### src/rtl/apb_regfile_slave.sv
// APB completer holding a small bank of WIDTH-bit registers.
// Register 0 is exported as a live control word. Each access phase lasts
// WAIT_STATES+1 cycles. Addresses at or beyond NUM_REGS complete with PSLVERR.
// All response outputs are registered, so the completion response is
// prepared on the edge before the completion cycle.
module apb_regfile_slave #(
    parameter int WIDTH       = 8,
    parameter int ADDR_W      = 4,
    parameter int NUM_REGS    = 8,
    parameter int WAIT_STATES = 1
) (
    input  logic              clk,
    input  logic              rst,
    input  logic              psel,
    input  logic              penable,
    input  logic              pwrite,
    input  logic [ADDR_W-1:0] paddr,
    input  logic [WIDTH-1:0]  pwdata,
    output logic [WIDTH-1:0]  prdata,
    output logic              pready,
    output logic              pslverr,
    output logic [WIDTH-1:0]  reg0_out
);

    // SETUP is the first bus cycle after the address was captured.
    // ACCESS covers the remaining access-phase cycles.
    typedef enum logic [1:0] {
        ST_IDLE   = 2'd0,
        ST_SETUP  = 2'd1,
        ST_ACCESS = 2'd2
    } state_t;

    localparam logic [ADDR_W:0] NUM_REGS_L = (ADDR_W+1)'(NUM_REGS);
    localparam logic [3:0]      WS_L       = 4'(WAIT_STATES);
    localparam logic            WS_ZERO_L  = (WAIT_STATES == 0);

    state_t            state_r, state_s;
    logic [3:0]        cnt_r, cnt_s;
    logic [ADDR_W-1:0] addr_r, addr_s;
    logic              write_r, write_s;
    logic [WIDTH-1:0]  wdata_r, wdata_s;
    logic [WIDTH-1:0]  regs_r [NUM_REGS];
    logic [WIDTH-1:0]  prdata_r, prdata_s;
    logic              pready_r, pready_s;
    logic              pslverr_r, pslverr_s;
    logic              commit_s;
    logic              start_s;
    logic              load_s;
    logic [ADDR_W-1:0] sel_addr_s;
    logic              sel_write_s;
    logic              sel_valid_s;
    logic [WIDTH-1:0]  sel_rdata_s;

    // A setup phase on the bus means the response is for the new address, otherwise for the captured one
    always_comb begin
        if (psel && !penable) begin
            sel_addr_s  = paddr;
            sel_write_s = pwrite;
        end else begin
            sel_addr_s  = addr_r;
            sel_write_s = write_r;
        end
    end

    // Range check and read mux for the transfer whose response may be loaded this cycle
    always_comb begin
        sel_valid_s = ({1'b0, sel_addr_s} < NUM_REGS_L);
        sel_rdata_s = '0;
        for (int i = 0; i < NUM_REGS; i++) begin
            sel_rdata_s = (sel_addr_s == ADDR_W'(i)) ? regs_r[i] : sel_rdata_s;
        end
    end

    // Next-state, capture and registered-response computation
    always_comb begin
        state_s   = state_r;
        cnt_s     = cnt_r;
        addr_s    = addr_r;
        write_s   = write_r;
        wdata_s   = wdata_r;
        prdata_s  = '0;
        pready_s  = 1'b0;
        pslverr_s = 1'b0;
        commit_s  = 1'b0;
        start_s   = 1'b0;
        load_s    = 1'b0;

        if (pready_r) begin
            // Completion cycle: a good write lands on the closing edge
            commit_s = write_r && !pslverr_r;
            state_s  = ST_IDLE;
        end else begin
            case (state_r)
                ST_IDLE: begin
                    if (psel && !penable) begin
                        start_s = 1'b1;
                    end else begin
                        state_s = ST_IDLE;
                    end
                end
                ST_SETUP, ST_ACCESS: begin
                    if (!psel) begin
                        state_s = ST_IDLE;
                    end else if (!penable) begin
                        // Requester restarted: pending transfer is dropped
                        start_s = 1'b1;
                    end else begin
                        cnt_s   = cnt_r + 4'd1;
                        state_s = ST_ACCESS;
                        load_s  = ((cnt_r + 4'd1) == WS_L);
                    end
                end
                default: begin
                    state_s = ST_IDLE;
                end
            endcase
        end

        if (start_s) begin
            state_s = ST_SETUP;
            cnt_s   = 4'd0;
            addr_s  = paddr;
            write_s = pwrite;
            wdata_s = pwdata;
            load_s  = WS_ZERO_L;
        end else begin
            start_s = 1'b0;
        end

        if (load_s) begin
            pready_s  = 1'b1;
            pslverr_s = !sel_valid_s;
            prdata_s  = (sel_valid_s && !sel_write_s) ? sel_rdata_s : '0;
        end else begin
            pready_s  = 1'b0;
        end
    end

    // Control state, captured transfer and response registers
    always_ff @(posedge clk) begin
        if (!rst) begin
            state_r   <= ST_IDLE;
            cnt_r     <= 4'd0;
            addr_r    <= '0;
            write_r   <= 1'b0;
            wdata_r   <= '0;
            prdata_r  <= '0;
            pready_r  <= 1'b0;
            pslverr_r <= 1'b0;
        end else begin
            state_r   <= state_s;
            cnt_r     <= cnt_s;
            addr_r    <= addr_s;
            write_r   <= write_s;
            wdata_r   <= wdata_s;
            prdata_r  <= prdata_s;
            pready_r  <= pready_s;
            pslverr_r <= pslverr_s;
        end
    end

    // Register bank, written only by a successful completed write
    always_ff @(posedge clk) begin
        if (!rst) begin
            for (int i = 0; i < NUM_REGS; i++) begin
                regs_r[i] <= '0;
            end
        end else if (commit_s) begin
            for (int i = 0; i < NUM_REGS; i++) begin
                if (addr_r == ADDR_W'(i)) begin
                    regs_r[i] <= wdata_r;
                end
            end
        end
    end

    assign prdata   = prdata_r;
    assign pready   = pready_r;
    assign pslverr  = pslverr_r;
    assign reg0_out = regs_r[0];

endmodule

### config.mk
export PLATFORM = sky130hd
export DESIGN_NAME = apb_regfile_slave
export DESIGN_NICKNAME = d
export VERILOG_FILES = /design/src/rtl/apb_regfile_slave.sv
export SDC_FILE = /design/constraint.sdc
export NUM_CORES = 1
export LEC_CHECK = 0
export CORE_UTILIZATION = 57
export DETAILED_ROUTE_END_ITERATION = 12
export MAX_ROUTING_LAYER = met4
export PLACE_DENSITY = 0.81
export SETUP_SLACK_MARGIN = 0.15
export SLEW_MARGIN = 30
export SYNTH_ARGS = -nofsm -noshare
export SYNTH_HDL_FRONTEND = slang
export SYNTH_SLANG_ARGS = --single-unit
### constraint.sdc
create_clock -name clk -period 2.7 [get_ports clk]
set_input_delay 0.54 -clock clk [delete_from_list [all_inputs] [get_ports clk]]
set_output_delay 0.54 -clock clk [all_outputs]
set_load 0.01 [all_outputs]
Yosys cells after proc, flatten, opt, wreduce, memory -nomap -nowiden
Memory sizes are Yosys's and may differ from the RTL's.
Index checks and enable logic that the tools add are counted.
{"block": "totals", "inputBits": 17, "output_inout_bits": 18, "ff_bits": 29, "ramBits": 64, "mem_count": 1, "wordCells": 130}
{"block": "classes", "muxes": 69, "magnitude_cmp": 1, "addsub": 1, "reduce_logical": 18, "eq_ne": 21, "n_bitwise": 10}
{"memory": "regs_r", "depth": 8, "word_bits": 8, "read_ports": 8, "rd_clocked_by_memory_dff": 0, "wr": 8, "line_no": "42", "source": "logic [WIDTH-1:0] regs_r [NUM_REGS];"}
{"cell": "2-to-1 mux 8 bit", "count": 16}
{"cell": "2-to-1 mux 1 bit", "count": 47}
{"cell": "equality test 4 x 3 -> 1 bit (second input constant)", "count": 8}
{"cell": "equality test 4 x 2 -> 1 bit (second input constant)", "count": 4}
{"cell": "equality test 4 x 1 -> 1 bit (second input constant)", "count": 3}
{"cell": "zero test 4 bit", "count": 2}
{"cell": "OR 1 bit", "count": 8}
{"cell": "2-to-1 mux 2 bit", "count": 3}
{"cell": "AND reduction 2 bit", "count": 3}
{"cell": "inequality test 5 bit (second input constant)", "count": 1}
{"cell": "adder 4 x 1 -> 4 bit (second input constant)", "count": 1}
{"cell": "zero test 1 bit", "count": 4}
{"cell": "less-than comparator 4 bit (second input constant)", "count": 1}
{"cell": "2-to-1 mux 4 bit", "count": 1}
{"cell": "inequality test 4 bit (second input constant)", "count": 1}
{"cell": "one-hot mux 2 bit (2 select lines)", "count": 1}
{"cell": "AND reduction 4 bit", "count": 1}
{"cell": "OR reduction 2 bit", "count": 2}
{"cell": "logical AND 1 bit", "count": 3}
{"cell": "inequality test 3 bit (second input constant)", "count": 1}
{"cell": "AND reduction 3 bit", "count": 1}
{"cell": "OR reduction 3 bit", "count": 1}
{"cell": "equality test 2 x 1 -> 1 bit (second input constant)", "count": 1}
{"cell": "equality test 2 bit (second input constant)", "count": 1}
{"cell": "4 further kinds", "count": 5}

Longest topological paths before layout
Gate-level depths: netlist of run 1.
{"block": "depth", "word_depth": 12, "depth_mapped": 8, "ltp_nobuf": 8}

Worst setup path after synthesis of run 1
No wires, ideal clock.
{"block": "synth_path", "path_kind": "input-to-reg", "from": "input psel", "to": "register prdata_r[1], in the netlist prdata[1]", "path_slack_ns": 0.663, "required_ns": 2.563, "path_stages": 7, "setup_ns": 0.137, "arrival_time_ns": 1.899, "cell_sequence": "nor2b_4 mux2_4 buf_4 mux2_2 a222oi_1 a2bb2oi_1 a211oi_1"}
{"block": "synth_via", "elab_chain_cells": 11, "elab_cells_between_ends": 31, "cone_classes": "order compare: 1; eq/ne: 7; mux: 18; reduce/logical: 5"}
{"element": "start: declaration", "line_no": "14", "source": "input logic psel,"}
{"element": "logical AND 1 bit", "line_no": "56, 95"}
{"element": "2-to-1 mux 4 bit", "line_no": "56", "source": "if (psel && !penable) begin"}
{"element": "zero test 4 bit", "line_no": "70", "source": "sel_rdata_s = (sel_addr_s == ADDR_W'(i)) ? regs_r[i] : sel_rdata_s;"}
{"element": "2-to-1 mux 8 bit (8 in series)", "line_no": "70"}
{"element": "end signal: assignment", "line_no": "156", "source": "prdata_r <= prdata_s;"}
{"element": "end: declaration", "line_no": "43", "source": "logic [WIDTH-1:0] prdata_r, prdata_s;"}
Parallel ways exist; a longest one is shown, timed or not.
A chain may end at the register's enable or synchronous reset.

Final worst setup path of run 1
{"block": "layout_path", "from": "input psel", "to": "register prdata_r[5], in the netlist prdata[5]"}
Same word-level chain as after synthesis.

==> results of run 1 <==
[worst paths after layout]
| check | startpoint | to |
|---|---|---|
| setup / recovery | psel | prdata[5] |
| setup reg to reg | state_r[0] | prdata[2] |
| hold / removal | wdata_r[3] | wdata_r[3] |
| hold reg to reg | wdata_r[3] | wdata_r[3] |
[power by group through the flow]
stage          combinational (mW)  clock (mW)  sequential [mW]
2_1_floorplan               0.154           0             1.61
3_3_place_gp                0.241           0             1.62
3_5_place_dp                0.247           0             1.62
4_1_cts                     0.249        1.02             1.59
5_1_grt                     0.273        1.07             1.60
6_report                    0.252        1.03             1.59
[worst max-delay path, stage by stage]
cell and delay (ps):
clkdlybuf4s50_1 500, nor2b_4 190, buf_4 170, mux2i_1 180, buf_4 170, nand2b_1 220, a21oi_1 250, o21ai_0 130
a21oi_1 210
[metrics by stage]
step	instances	cell area, µm²	setup WS (ps)	utilization
5_1_grt	538	4810	283	0.700
3_5_place_dp	522	4590	64.0	0.668
3_3_place_gp	522	4590	93.4	0.668
4_1_cts	538	4810	439	0.700
2_1_floorplan	393	4110	663	-
6_report	538	4810	410	0.700
[final cells by class]
cell class                 instances  area [µm²]
clock buffer                      12         145
clock inverter                     4        72.6
fill                             501        2060
inverter                          18        67.6
multi-input combinational        261        1410
sequential                        93        2500
tap                               96         120
timing repair buffer              54         490
[metal layers]
layer  GRT usage  up-vias
li1            -     1462
met1       0.359     1512
met2       0.463      163
met3      0.0597       32
met4       0.132        0
met5           -        -
[state kept, by name (all words and copies together) (netlist names)]
name and cells:
prdata 8, state_r 2, addr_r 4, pslverr 1, wdata_r 8, regs_r 64, cnt_r 4, write_r 1
pready 1
[kinds of logic after synthesis]
kind of cell / count (synthesis)
adder cells (fa/ha/maj): 4
AND/OR/NAND/NOR: 168
buffers and inverters: 39
multiplexers: 11
flip-flops: 93
XOR/XNOR: 5
AO/OA/AOI/OAI: 73
[cells in the final DEF (no fill, tap or decap), types with 2 or more instances in the layout]
cell,synthesis,routed
nand2_1,74,74
edfxtp_1,64,64
nor2_1,58,58
clkdlybuf4s50_1,0,34
dfxtp_1,29,29
a21oi_1,28,28
buf_4,10,20
inv_1,18,18
nand3_1,11,11
o21ai_0,12,11
clkbuf_8,0,10
mux2i_1,9,9
nor3_1,7,7
a22oi_1,7,7
o22ai_1,6,6
o221ai_1,5,5
and3_1,5,5
nand2b_1,4,4
xnor2_1,4,4
o211ai_1,4,4
ha_1,4,4
o21ai_1,2,3
nand4bb_1,2,2
or3_1,2,2
bufinv_16,0,2
clkbuf_1,9,2
==> flow_summary.ini, run 1 <==
[run_status]
run_status = finished clean

[timing]
setup_tns_ps = 0
max-slew-margin-rel = 0.479
fmax_ghz = 0.437
drv_slew = 0
period_share = 0.848
hold_viol = 0
fin_skew_ps = 11.7
worst_pin_slew_ps = 777
finalCriticalPeriod_ps = 2290
setup_viol = 0
rsz0062_at_grt = false
fin_hold_ws_ps = 459

[route]
drt_iter0_drc = 356
drc = 0
wirelength_met1_mm = 3.85
highest_layer = met4
wl_mm = 9.63
route.met3.wl_um = 754
ant_nets = 0
wl_per_cell_um = 17.9
via_per_inst = 5.89
wl_met2_mm = 4.77
drtPass1Iterations = 5
via_count = 3169

[synth]
synth_top_family_by_area = simple AND/OR/NAND/NOR gates
synth_edf_count = 64
synth-simple-area-share = 0.176
synth_area_leader_cell = edfxtp_1
ys_seq_elements = 93
ys_async_sr_fraction = 0
yosysMostFrequentCell = nand2_1
synth_top_area_share = 0.468
ys_seq_area_frac = 0.610
syn_inst = 393
synth_xor_area_frac = 0.0107
synthMuxAreaShare = 0.0283
synth-adder-area-share = 0.0122
synth_compound_area_frac = 0.116
syn_area_mm2 = 0.00411
syn-num-nets = 414
netlist_top_cells_count = nand2_1 (74), edfxtp_1 (64), nor2_1 (58)
synthTopCellsByArea = edfxtp_1 (47%), dfxtp_1 (14%), nand2_1 (6.8%), nor2_1 (5.3%), a21oi_1 (3.4%)
synthFlopType = edfxtp_1
synth.distinct_cells = 42
synth.avg_cell_area_um2 = 10.4
yosysWarnings = 0

[floorplan]
die_area_mm2 = 0.00755
die_w_um = 86.9
core_area_mm2 = 0.00687
start_util = 0.598
fp-row-count = 30
die_height_um = 86.9
ios = 35

[critical_path]
arrival_ps = 2580
rr_worst_depth = 8
cp_max_fo = 7
regToRegSetupSlack_ps = 450
critPathLaunchType = input port
worstPathRequired_ps = 2990
crit_type = input port to flip-flop
end_kind = flip-flop

[clocking]
numCtsBuffers = 9
post_cts_buffers = 0
cts.hold.buffers_added = 0
cts_tree = built
htreeDepth = 3
clockBufferDepth = 2
ctsResizeCount = 0
clk_pin_slew_ps = 90
root_buffer = clkbuf_8
cts_sinks = 93
clkLatencyLatePin_ps = 360

[global_route]
grt_pass1_wl_mm = 15.4
grt_max_degree = 19
grt_pass1_vias = 3074
grt_use_total = 0.291
antenna_found_initial = 0
grt_overflow_total = 0

[power]
powerDensity_mw_per_mm2 = 597
seqPwrFrac = 0.554
internal_power_mw = 2.21
total_power_mw = 2.87
switching_share = 0.229
power_frac_clock = 0.358
p_switching_mw = 0.659
power.share.combinational = 0.088
peakVddDrop_mv = 0.390
p_leak_nw = 1.75

[finish]
antenna_cells = 0
drive_gt1_frac = 0.0905
area_growth_pct = 17.1
layout.nets = 458

[flow_run]
maxCapViolCount = 0

[min_path]
hold_class = flip-flop to flip-flop
min_delay_path_depth = 2

[placement]
gp_congestion = 0.906
port_buffers = 34
dp_hpwl_mm = 6.89
(Power assumes the default switching activity.)
==> run 2: changes to the inputs <==
- clock period: 2.7 -> 2.3 ns (I/O delays scaled with it)
==> run 2 against run 1 <==
Worst hold slack got worse by 0.89 ps. Power rose by 9.5%. Global-route usage down 0.69 points. Register-to-register slack worse by 190 ps. Final area is 2.7% higher. First-iteration DRC count is 17% lower. Critical path depth down 1. Non-clock buffer count rose by 17. Setup slack lost 150 ps. Routed wire length up 0.52%. Largest power group unchanged. Highest routed layer unchanged.
==> flow_summary.ini, run 2 (synthesis gave the netlist of run 1 again) <==
[run_status]
run_status = finished clean

[timing]
hold_viol = 0
fin_hold_ws_ps = 458
rsz0062_at_grt = false
fmax_ghz = 0.491
period_share = 0.885
setup_viol = 0
setup_tns_ps = 0
finalCriticalPeriod_ps = 2040
drv_slew = 0
max-slew-margin-rel = 0.687
worst_pin_slew_ps = 468
setup_slack_ps = 264
fin_skew_ps = 8.49

[finish]
largest_register = regs_r
layout_common_cells = nand2_1 (74), edfxtp_1 (64), nor2_1 (57), buf_4 (36), clkdlybuf4s50_1 (32)
final_common_cell = nand2_1
seqCellArea_mm2 = 0.00250
nFillCells = 496
drive_gt1_frac = 0.137
antenna_cells = 0
layout.nets = 475
area_growth_pct = 20.2
multi_input_area_mm2 = 0.00145
instances_no_fill = 555
largest_reg_flops = 64

[floorplan]
die_w_um = 86.9
die_height_um = 86.9
die_area_mm2 = 0.00755
fp-row-count = 30
start_util = 0.598
core_area_mm2 = 0.00687
ios = 35

[placement]
dp_hpwl_mm = 7.01
gp_congestion = 0.900
port_buffers = 34
preCtsSetupSlack_ps = -225
dp_cells = 538

[route]
wl_mm = 9.68
via_count = 3185
wl_per_cell_um = 17.4
ant_nets = 0
drc = 0
drtPass1Iterations = 6
drt_iter0_drc = 295
via_per_inst = 5.74

[power]
total_power_mw = 3.15
peakVddDrop_mv = 0.336
p_leak_nw = 1.83
powerDensity_mw_per_mm2 = 637

[global_route]
antenna_found_initial = 0
grt_overflow_total = 0
grt_pass1_wl_mm = 14.9
grt_max_degree = 19
grt_pass1_vias = 3034
grt_use_total = 0.284

[critical_path]
worstPathRequired_ps = 2610
cp_max_fo = 8
arrival_ps = 2350
crit_type = flip-flop to flip-flop
timing.rr.start = state_r[0]
end_kind = flip-flop
regToRegSetupSlack_ps = 260
rr_worst_depth = 8
r2r_end = prdata[6]
critPathLaunchType = flip-flop

[clocking]
clk_pin_slew_ps = 90
clkLatencyLatePin_ps = 370
clockBufferDepth = 2
cts_tree = built
root_buffer = clkbuf_8
numCtsBuffers = 9
cts_sinks = 93
htreeDepth = 3

[flow_run]
maxCapViolCount = 0

[min_path]
min_delay_path_depth = 2
min_from = wdata_r[3]
hold_class = flip-flop to flip-flop
whs_endpoint = wdata_r[3]
[run 2: cell types whose count changed in the layout (fill, tap and decap cells not counted), moves of 2 or more]
cell / delta
clkinv_1: +2
nand2b_1: -2
bufinv_16: -2
a21oi_1: -2
buf_4: +16
clkdlybuf4s50_1: -2
a21oi_2: +2
[run 2: final cells by class]
cell class | instances | share of cell area
Clock buffer | 10 | 0.0259
Clock inverter | 6 | 0.00760
Inverter | 18 | 0.0137
Multi-Input combinational cell | 261 | 0.293
Sequential cell | 93 | 0.507
Tap cell | 96 | 0.0243
Timing Repair Buffer | 71 | 0.128
[run 2: repair_timing]
item,4_1_cts,5_1_grt
pin swaps,2,0
resized for setup,4,6
hold endpoints to repair,0,0
cloned,0,0
buffers inserted,1,0
hold buffers,0,0
endpoints found under the setup margin,6,8
[run 2: worst max path at each step]
stage                           from             to  slack (ps)  depth (start not counted)
final                     state_r[0]      prdata[6]         260                          8
after global routing      state_r[0]      prdata[0]         170                          8
after CTS                    penable      prdata[7]         160                          9
after detailed placement        psel      prdata[1]        -220                          7
after global placement          psel      prdata[1]        -170                          7
after floorplan            addr_r[1]  regs_r[0][48]         270                          3
[run 2: power by group]
part | total, mW | internal (mW) | leakage [nW] | switching [mW]
Combinational | 0.323 | 0.137 | 0.854 | 0.186
Sequential | 1.87 | 1.84 | 0.894 | 0.0282
Clock | 0.956 | 0.390 | 0.0817 | 0.566
Total | 3.15 | 2.36 | 1.83 | 0.780
[run 2: through the flow]
stage / cell area, µm² / utilization
after global placement: 4720 / 0.688
after global routing: 4940 / 0.719
final: 4940 / 0.719
after detailed placement: 4720 / 0.688
after floorplan: 4110 / -
after CTS: 4910 / 0.715
[run 2: routing by layer]
| layer | global-route usage | wire length [µm] | share of wire | vias to the layer above |
|---|---|---|---|---|
| li1 | - | - | - | 1498 |
| met1 | 0.361 | 4090 | 0.42 | 1523 |
| met2 | 0.440 | 4590 | 0.47 | 131 |
| met3 | 0.0493 | 604 | 0.062 | 33 |
| met4 | 0.145 | 398 | 0.041 | 0 |
| met5 | - | 0 | 0 | - |
[run 2: critical path, cell delays in order, from the launching register on]
cell and delay (ps):
dfxtp_2 330, inv_1 70, ha_4 260, nor2_4 140, o311ai_4 90, or4_4 550, o21bai_4 250, a21oi_1 140
and3_1 150
==> run 3: changes to the inputs <==
- ABC_AREA: not set -> 1
==> run 3 against run 2 <==
Via count rose by 1.5%. Clock-buffer cell count stayed put. Clock skew up 3.4 ps. Final area decreased by 0.13%. Critical endpoint unchanged. Largest cell class unchanged.
==> flow_summary.ini, run 3 <==
[clocking]
root_buffer = clkbuf_8
cts_tree = built
numCtsBuffers = 9
htreeDepth = 3
ctsResizeCount = 1
cts.hold.buffers_added = 0
clkLatencyLatePin_ps = 360
clockBufferDepth = 2
clk_pin_slew_ps = 90
cts_sinks = 93
post_cts_buffers = 0

[finish]
final_common_cell = nor2_1
seqCellArea_mm2 = 0.00250
layout.nets = 511
layout_common_cells = nor2_1 (93), edfxtp_1 (64), nand2_1 (59), inv_1 (49), nand3_1 (47)
final_area_mm2 = 0.00493
multi_input_area_mm2 = 0.00139
largest_register = regs_r
largest_reg_flops = 64
antenna_cells = 0
drive_gt1_frac = 0.139
area_growth_pct = 16.8
nFillCells = 543

[timing]
max-slew-margin-rel = 0.562
fmax_ghz = 0.487
fin_skew_ps = 11.9
worst_pin_slew_ps = 652
drv_slew = 0
period_share = 0.893
setup_tns_ps = 0
setup_slack_ps = 247
fin_hold_ws_ps = 495
hold_viol = 0
rsz0062_at_grt = false
setup_viol = 0
finalCriticalPeriod_ps = 2050

[flow_run]
maxCapViolCount = 0

[synth]
synth.distinct_cells = 31
synth_top_area_share = 0.456
yosysWarnings = 0
synth_edf_count = 64
syn_inst = 441
synth_area_leader_cell = edfxtp_1
ys_async_sr_fraction = 0
synth.avg_cell_area_um2 = 9.57
yosysMostFrequentCell = nor2_1
netlist_top_cells_count = nor2_1 (93), edfxtp_1 (64), nand2_1 (59)
syn-num-nets = 462
ys_seq_elements = 93
syn_area_mm2 = 0.00422
synthTopCellsByArea = edfxtp_1 (46%), dfxtp_1 (14%), nor2_1 (8.3%), nand3_1 (5.6%), nand2_1 (5.2%)
ys_seq_area_frac = 0.593
synthFlopType = edfxtp_1

[global_route]
grt_overflow_total = 0
grt_pass1_vias = 3018
grt_max_degree = 21
grt_pass1_wl_mm = 15.3
grt_use_total = 0.282
antenna_found_initial = 0

[floorplan]
die_area_mm2 = 0.00775
ios = 35
die_w_um = 88.0
fp-row-count = 30
start_util = 0.604
die_height_um = 88.0
core_area_mm2 = 0.00698

[route]
drc = 0
wl_per_cell_um = 16.3
via_count = 3234
drtPass1Iterations = 5
ant_nets = 0
via_per_inst = 5.47
wl_mm = 9.65
drt_iter0_drc = 265

[power]
p_switching_mw = 0.814
p_leak_nw = 1.93
total_power_mw = 3.20
powerDensity_mw_per_mm2 = 649
seqPwrFrac = 0.584
power_frac_clock = 0.314
power.share.combinational = 0.103
switching_share = 0.254
internal_power_mw = 2.39
peakVddDrop_mv = 0.411

[placement]
gp_congestion = 0.974
port_buffers = 34
preCtsSetupSlack_ps = -302
dp_hpwl_mm = 7.19
dpl_cell_area_mm2 = 0.00474

[critical_path]
critPathLaunchType = input port
worstPathRequired_ps = 2610
regToRegSetupSlack_ps = 320
arrival_ps = 2360
cp_max_fo = 8
end_kind = flip-flop
crit_type = input port to flip-flop

[run_status]
run_status = finished clean

[min_path]
hold_class = flip-flop to flip-flop
## run 3: cell count changes in the layout (fill, tap and decap cells not counted), moves of 6 or more
cell     change
inv_2        +7
inv_1       +31
nand3_1     +36
mux2i_1      -9
nand2_1     -15
nand4_1     +10
nor2_1      +36
buf_4       -17
nand2_2      +6
a22oi_1      -7
a21oi_1     -14
## run 3: final cells by class
cell class | count | area share
Tap cell | 96 | 0.0244
Timing Repair Buffer | 55 | 0.106
Clock inverter | 6 | 0.00888
Inverter | 56 | 0.0426
Sequential cell | 93 | 0.508
Clock buffer | 10 | 0.0279
Multi-Input combinational cell | 275 | 0.282
## run 3: final timing paths
kind / startpoint / end / cells past startpoint
hold / removal: state_r[1] / state_r[1] / 2
hold reg to reg: state_r[1] / state_r[1] / 2
setup / recovery: psel / prdata[6] / 14
setup reg to reg: pready / regs_r[0][14] / 7
## run 3: per-layer routing
layer,wire [µm],up-vias,track usage
met2,4500,152,0.419
met4,274,0,0.125
li1,-,1539,-
met3,786,25,0.0622
met5,0,-,-
met1,4090,1518,0.372
## run 3: logic make-up (layout without fill, tap and decap cells)
group                      Yosys count  in the layout  share of synthesized area
AOI/OAI and AO/OA                   31             31                     0.0394
adders and majority gates            4              4                     0.0119
xor gates and xnor gates             2              2                    0.00415
buffers and inverters               73            127                     0.0798
and+or+nand+nor                    238            238                      0.272
DFF                                 93             93                      0.593
## run 3: through the flow
| step | utilization | instances |
|---|---|---|
| global route | 0.706 | 591 |
| floorplan | - | 441 |
| finish | 0.706 | 591 |
| detailed placement | 0.679 | 575 |
| global placement | 0.679 | 575 |
| CTS | 0.706 | 591 |
## run 3: worst max-delay path, cell delays in order
cell and delay (ps):
clkdlybuf4s50_1 450, buf_4 170, nand2_8 70, nand2_4 60, nand2_4 50, buf_4 140
inv_2 90, nand2_4 100, nor3_4 260, buf_4 210, a21oi_1 40, nand4_1 120
nand2_1 80, inv_1 50
## run 3: power groups by stage
stage	Sequential (mW)	Combinational [mW]	Clock [mW]
after floorplan	1.89	0.221	0
final	1.87	0.328	1.00
after global routing	1.87	0.358	1.08
after global placement	1.90	0.312	0
after detailed placement	1.91	0.321	0
after CTS	1.87	0.325	1.01
